<file path="src/rtl/jpeg_spi_pkg.sv">
// Shared opcodes and FSM state encoding for the JPEG SPI slave transmitter.
package jpeg_spi_pkg;
  localparam logic [7:0] SPI_CMD_READ   = 8'h0B;
  localparam logic [7:0] SPI_CMD_STATUS = 8'h05;

  typedef enum logic [2:0] {IDLE, CMD, STREAM, STATUS, DUMMY} spi_state_e;
endpackage

</file>
<file path="src/rtl/jpeg_spi_slave_tx_sync.sv">
// Pad synchroniser (SYNC_STAGES flops) followed by a one-flop edge detector.
module spi_sync_edge #(
  parameter int   SYNC_STAGES = 2,
  parameter logic RST_VAL     = 1'b0
) (
  input  logic clk,
  input  logic reset,
  input  logic d,
  output logic level,
  output logic rise,
  output logic fall
);
  logic [SYNC_STAGES-1:0] sync_q;
  logic                   prev_q;

  // Reset to the pad's idle level so no phantom edge appears after reset.
  always_ff @(posedge clk) begin
    if (reset) begin
      sync_q <= {SYNC_STAGES{RST_VAL}};
      prev_q <= RST_VAL;
    end else begin
      sync_q <= {sync_q[SYNC_STAGES-2:0], d};
      prev_q <= sync_q[SYNC_STAGES-1];
    end
  end

  assign level = sync_q[SYNC_STAGES-1];
  assign rise  = level & ~prev_q;
  assign fall  = ~level & prev_q;
endmodule

</file>
<file path="src/rtl/jpeg_spi_slave_tx.sv">
// SPI mode-0 slave streaming JPEG bytes from the sequencer onto MISO.
// Optional status command/ready flag enabled by defining JPEG_SPI_STATUS_EN.
module jpeg_spi_slave_tx
  import jpeg_spi_pkg::*;
#(
  parameter int         SYNC_STAGES = 2,
  parameter logic [7:0] CMD_READ    = SPI_CMD_READ,
  parameter logic [7:0] CMD_STATUS  = SPI_CMD_STATUS
) (
  input  logic       clk,
  input  logic       reset,
  input  logic       je_done,
  input  logic [7:0] spi_data,
  output logic       spi_rd,
  input  logic       spi_sck,
  input  logic       spi_cs_n,
  input  logic       spi_mosi,
  output logic       spi_miso,
  output logic       busy
);
  spi_state_e state, state_nxt;
  logic [2:0] bit_cnt, bit_cnt_nxt;
  logic [7:0] rx, rx_nxt, shreg, shreg_nxt, cmd_byte;
  logic       rd_nxt;
  logic       sck_rise, sck_fall, cs_rise, cs_fall, cs_level, mosi_s;
  logic       sck_level_unused, mosi_rise_unused, mosi_fall_unused, rx_msb_unused;
  logic       ready;

  spi_sync_edge #(.SYNC_STAGES(SYNC_STAGES), .RST_VAL(1'b0)) u_sck (
    .clk(clk), .reset(reset), .d(spi_sck),
    .level(sck_level_unused), .rise(sck_rise), .fall(sck_fall));
  spi_sync_edge #(.SYNC_STAGES(SYNC_STAGES), .RST_VAL(1'b1)) u_cs (
    .clk(clk), .reset(reset), .d(spi_cs_n),
    .level(cs_level), .rise(cs_rise), .fall(cs_fall));
  spi_sync_edge #(.SYNC_STAGES(SYNC_STAGES), .RST_VAL(1'b0)) u_mosi (
    .clk(clk), .reset(reset), .d(spi_mosi),
    .level(mosi_s), .rise(mosi_rise_unused), .fall(mosi_fall_unused));

  assign cmd_byte      = {rx[6:0], mosi_s};
  assign rx_msb_unused = rx[7];
  assign spi_miso      = shreg[7];
  assign busy          = ~cs_level;

  // cs events outrank any SCK edge landing in the same clk.
  always_comb begin
    state_nxt   = state;
    bit_cnt_nxt = bit_cnt;
    rx_nxt      = rx;
    shreg_nxt   = shreg;
    rd_nxt      = 1'b0;
    if (cs_rise) begin
      state_nxt   = IDLE;
      bit_cnt_nxt = 3'd0;
      shreg_nxt   = 8'h00;
    end else if (cs_fall) begin
      state_nxt   = CMD;
      bit_cnt_nxt = 3'd0;
      shreg_nxt   = 8'h00;
    end else if (state != IDLE) begin
      if (sck_rise) begin
        rx_nxt      = cmd_byte;
        bit_cnt_nxt = bit_cnt + 3'd1;
        if (bit_cnt == 3'd7) begin
          case (state)
            CMD: begin
              if (cmd_byte == CMD_READ) begin
                state_nxt = STREAM;
                shreg_nxt = spi_data;
                rd_nxt    = 1'b1;
              end
`ifdef JPEG_SPI_STATUS_EN
              else if (cmd_byte == CMD_STATUS) begin
                state_nxt = STATUS;
                shreg_nxt = {7'b0, ready};
              end
`endif
              else begin
                state_nxt = DUMMY;
                shreg_nxt = 8'h00;
              end
            end
            STREAM: begin
              shreg_nxt = spi_data;
              rd_nxt    = 1'b1;
            end
`ifdef JPEG_SPI_STATUS_EN
            STATUS:  shreg_nxt = {7'b0, ready};
`endif
            default: shreg_nxt = 8'h00;
          endcase
        end
      end else if (sck_fall && bit_cnt != 3'd0) begin
        shreg_nxt = {shreg[6:0], 1'b0};
      end
    end
  end

  always_ff @(posedge clk) begin
    if (reset) begin
      state   <= IDLE;
      bit_cnt <= 3'd0;
      rx      <= 8'h00;
      shreg   <= 8'h00;
      spi_rd  <= 1'b0;
    end else begin
      state   <= state_nxt;
      bit_cnt <= bit_cnt_nxt;
      rx      <= rx_nxt;
      shreg   <= shreg_nxt;
      spi_rd  <= rd_nxt;
    end
  end

`ifdef JPEG_SPI_STATUS_EN
  // je_done wins over the end-of-stream clear.
  always_ff @(posedge clk) begin
    if (reset)
      ready <= 1'b0;
    else if (je_done)
      ready <= 1'b1;
    else if (cs_rise && state == STREAM)
      ready <= 1'b0;
  end
`else
  logic       je_done_unused;
  logic [7:0] cmd_status_unused;
  assign ready             = 1'b0;
  assign je_done_unused    = je_done | ready;
  assign cmd_status_unused = CMD_STATUS;
`endif
endmodule
</file>
<file path="config.mk">
export PLATFORM = sky130hd
export DESIGN_NAME = jpeg_spi_slave_tx
export DESIGN_NICKNAME = d
export VERILOG_FILES = /design/src/rtl/jpeg_spi_pkg.sv /design/src/rtl/jpeg_spi_slave_tx_sync.sv /design/src/rtl/jpeg_spi_slave_tx.sv
export SDC_FILE = /design/constraint.sdc
export NUM_CORES = 1
export LEC_CHECK = 0
export BUFFER_PORTS_ARGS = -buffer_cell sky130_fd_sc_hd__buf_4
export CELL_PAD_IN_SITES_DETAIL_PLACEMENT = 1
export CELL_PAD_IN_SITES_GLOBAL_PLACEMENT = 1
export CORE_ASPECT_RATIO = 1.75
export CORE_UTILIZATION = 35
export DETAILED_ROUTE_END_ITERATION = 6
export PLACE_DENSITY = 0.71
export SETUP_SLACK_MARGIN = 0.5
export SLEW_MARGIN = 10
export SYNTH_ARGS = -nofsm -noshare
export SYNTH_HDL_FRONTEND = slang
export SYNTH_SLANG_ARGS = --single-unit
</file>
<file path="constraint.sdc">
create_clock -name clk -period 5.7 [get_ports clk]
set_input_delay 0.285 -clock clk [delete_from_list [all_inputs] [get_ports clk]]
set_output_delay 0.285 -clock clk [all_outputs]
set_load 0.03 [all_outputs]
</file>
==> run_results.csv <==
group,metric,value,unit
worst_setup_path,critPathRequiredTime,5.90,ns
sta,hold_violations,0,
finish,finish.instance_area,1551,um^2
sta,fin_skew,0.005573,ns
outcome,status,"completed",
sta,fin_crit,2.010,ns
cts,postCtsSetupBuffers,0,
cts,clock_sinks,30,
floorplan,num_rows,29,
floorplan,die-height,83.32,um
synthesis,syn_area_per_cell,9.796,um^2
min_path,hp-class,"in -> reg",
finish,nets,170,
synthesis,syn_nets,154,
cts,clock_latency,0.28,ns
finish,mostFrequentLayoutCell,"dfxtp_1",
worst_setup_path,start_kind,"flop",
cts,cts_buffer_depth,2,
synthesis,synth-main-ff-cell,"dfxtp_1",
grt,grt_pass1_wl,4995,um
pwr,p_leak,0.6186,nW
detailed_routing,drt_iter0_drc,13,
finish,drive_gt1_share,22.67,%
detailed_routing,drc_errors,0,
sta,hold_ws,0.1843,ns
detailed_routing,vias,1010,
finish,diodes,0,
synthesis,synth.distinct_cells,27,
floorplan,initial_core_util,36.45,%
finish,final_cell_count_no_fill,196,
job,max-cap-violations,0,
place,dp_hpwl,2093,um
sta,rsz0062_at_grt,"no",
sta,max-slew-margin-rel,60.51,%
worst_setup_path,arrival,2.21,ns
floorplan,core_area,3628,um^2
cts,cts_hold_repair.buffers,0,
cts,clkSlewWorstSetupHoldPaths,0.06,ns
pwr,power_density,260.0,nW/um^2
synthesis,yosysWarningCount,0,
grt,grt_pass1_vias,1076,
worst_setup_path,worstPathMaxFanout,8,
grt,grt.overflow.total,0,
synthesis,synth-seq-cells,30,
synthesis,syn_area,1323,um^2
sta,max_freq,0.4976,GHz
finish,post-route-util,42.76,%
sta,timing.final.ws_setup,3.690,ns
worst_setup_path,path_class,"reg -> reg",
place,io_buffers,15,
finish,fill_cells,428,
cts,cts_tree,"done",
finish,area.growth.synth_to_final,17.31,%
grt,grt_max_degree,20,
cts,root_buffer,"clkbuf_8",
pwr,vdd_drop_max,0.0001650,V
cts,htreeDepth,2,
sta,final.period_utilization,35.26,%
sta,setup_viol_count_final,0,
synthesis,synth_edf_count,0,
place,dp_slack,3.686,ns
grt,track_usage,16.85,%
sta,fin_tns_setup,0,ns
detailed_routing,post_drt_wl_per_cell,14.52,um
detailed_routing,totalWireLength,2845,um
cts,cts-resized-gates,0,
floorplan,dieArea,4038,um^2
detailed_routing,via_per_inst,5.153,
grt,antenna_found_initial,0,
sta,drv_slew,0,
floorplan,ioPinCount,17,
place,place_inst,190,
floorplan,die_x,48.47,um
place,finalWeightedCongestion,0.7107,
worst_setup_path,cp-end-kind,"flop",
synthesis,seq_area_frac_synth,45.41,%
place,placed_cell_area,1469,um^2
synthesis,syn_inst,135,
synthesis,async_flop_share,0,%
detailed_routing,postRouteAntennaNets,0,
cts,cts_inserted_buffers,5,
finish,layout_common_cells,"dfxtp_1, buf_4, nor2_1",
pwr,total_power,0.4034,mW
detailed_routing,drt-pass1-iter-count,3,
sta,max_slew.worst_pin.slew,0.5924,ns
[area by class of cell]
type                            instances  area (um^2)  share of cell area [%]
Multi-Input combinational cell         95        683.2                   44.03
Timing Repair Buffer                   15        112.6                   7.258
Inverter                                4        15.01                  0.9677
Clock buffer                            6        82.58                   5.323
Tap cell                               46        57.56                   3.710
Sequential cell                        30        600.6                   38.71
[power by group]
group / internal [mW] / switching [mW]
Combinational: 0.0101 / 0.0119
Clock: 0.0928 / 0.0743
Sequential: 0.213 / 0.00178
Total: 0.315 / 0.0879
[cell usage after synthesis (2+ instances only)]
cell type,number,area (um^2)
nand2_1,11,41.29
and2_1,2,12.51
nor3_1,3,15.01
or2_2,3,18.77
clkbuf_1,4,15.01
ha_1,5,62.56
dfxtp_1,30,600.6
a311oi_2,7,105.1
nor2b_1,8,50.05
a21oi_1,10,50.05
inv_1,4,15.01
nand2b_1,4,25.02
nor2_1,12,45.04
or3_1,3,18.77
mux2i_1,8,80.08
nand3_1,10,50.05
[state kept, by name, summed over array words and instances (netlist names)]
signal / flops
shreg: 8
spi_rd: 1
u_cs.prev_q: 1
u_cs.sync_q: 2
state: 3
rx: 7
u_sck.sync_q: 2
u_sck.prev_q: 1
bit_cnt: 3
u_mosi.sync_q: 2
[kinds of logic (layout without fill, tap and decap cells)]
family                     count (synthesis)  after routing  share of synthesized area, %
and+or+nand+nor                           59             59                         23.84
DFF                                       30             30                         45.41
AOI/OAI and AO/OA                         22             22                         16.37
buffers and inverters                     10             25                         2.932
muxes                                      8              8                         6.055
adders and majority gates                  5              5                         4.730
xor gates and xnor gates                   1              1                        0.6624
[worst max-delay path, cell delays in order, from the launching register on]
cell	delay, ns
dfxtp_1	0.32
or4b_4	0.56
o41ai_4	0.61
nand3_1	0.16
a311oi_2	0.26
[final timing paths]
check,start,end,cells after the start,slack (ns)
setup / recovery,rx[1]$_SDFFE_PP0P_,shreg[3]$_SDFFE_PP0P_,4,3.69
hold / removal,spi_cs_n,u_cs.sync_q[0]$_SDFF_PP1_,2,0.18
setup reg to reg,rx[1]$_SDFFE_PP0P_,shreg[3]$_SDFFE_PP0P_,4,3.69
hold reg to reg,u_cs.sync_q[0]$_SDFF_PP1_,u_cs.sync_q[1]$_SDFF_PP1_,1,0.42
[layer usage]
layer	global-route usage [%]	wire [um]	vias to the layer above
met4	11.23	85	0
met2	30.60	1579	12
li1	-	-	499
met1	16.36	1112	494
met3	4.029	68	5
met5	0	0	-
Note: power is estimated with default switching activity, not from simulation.
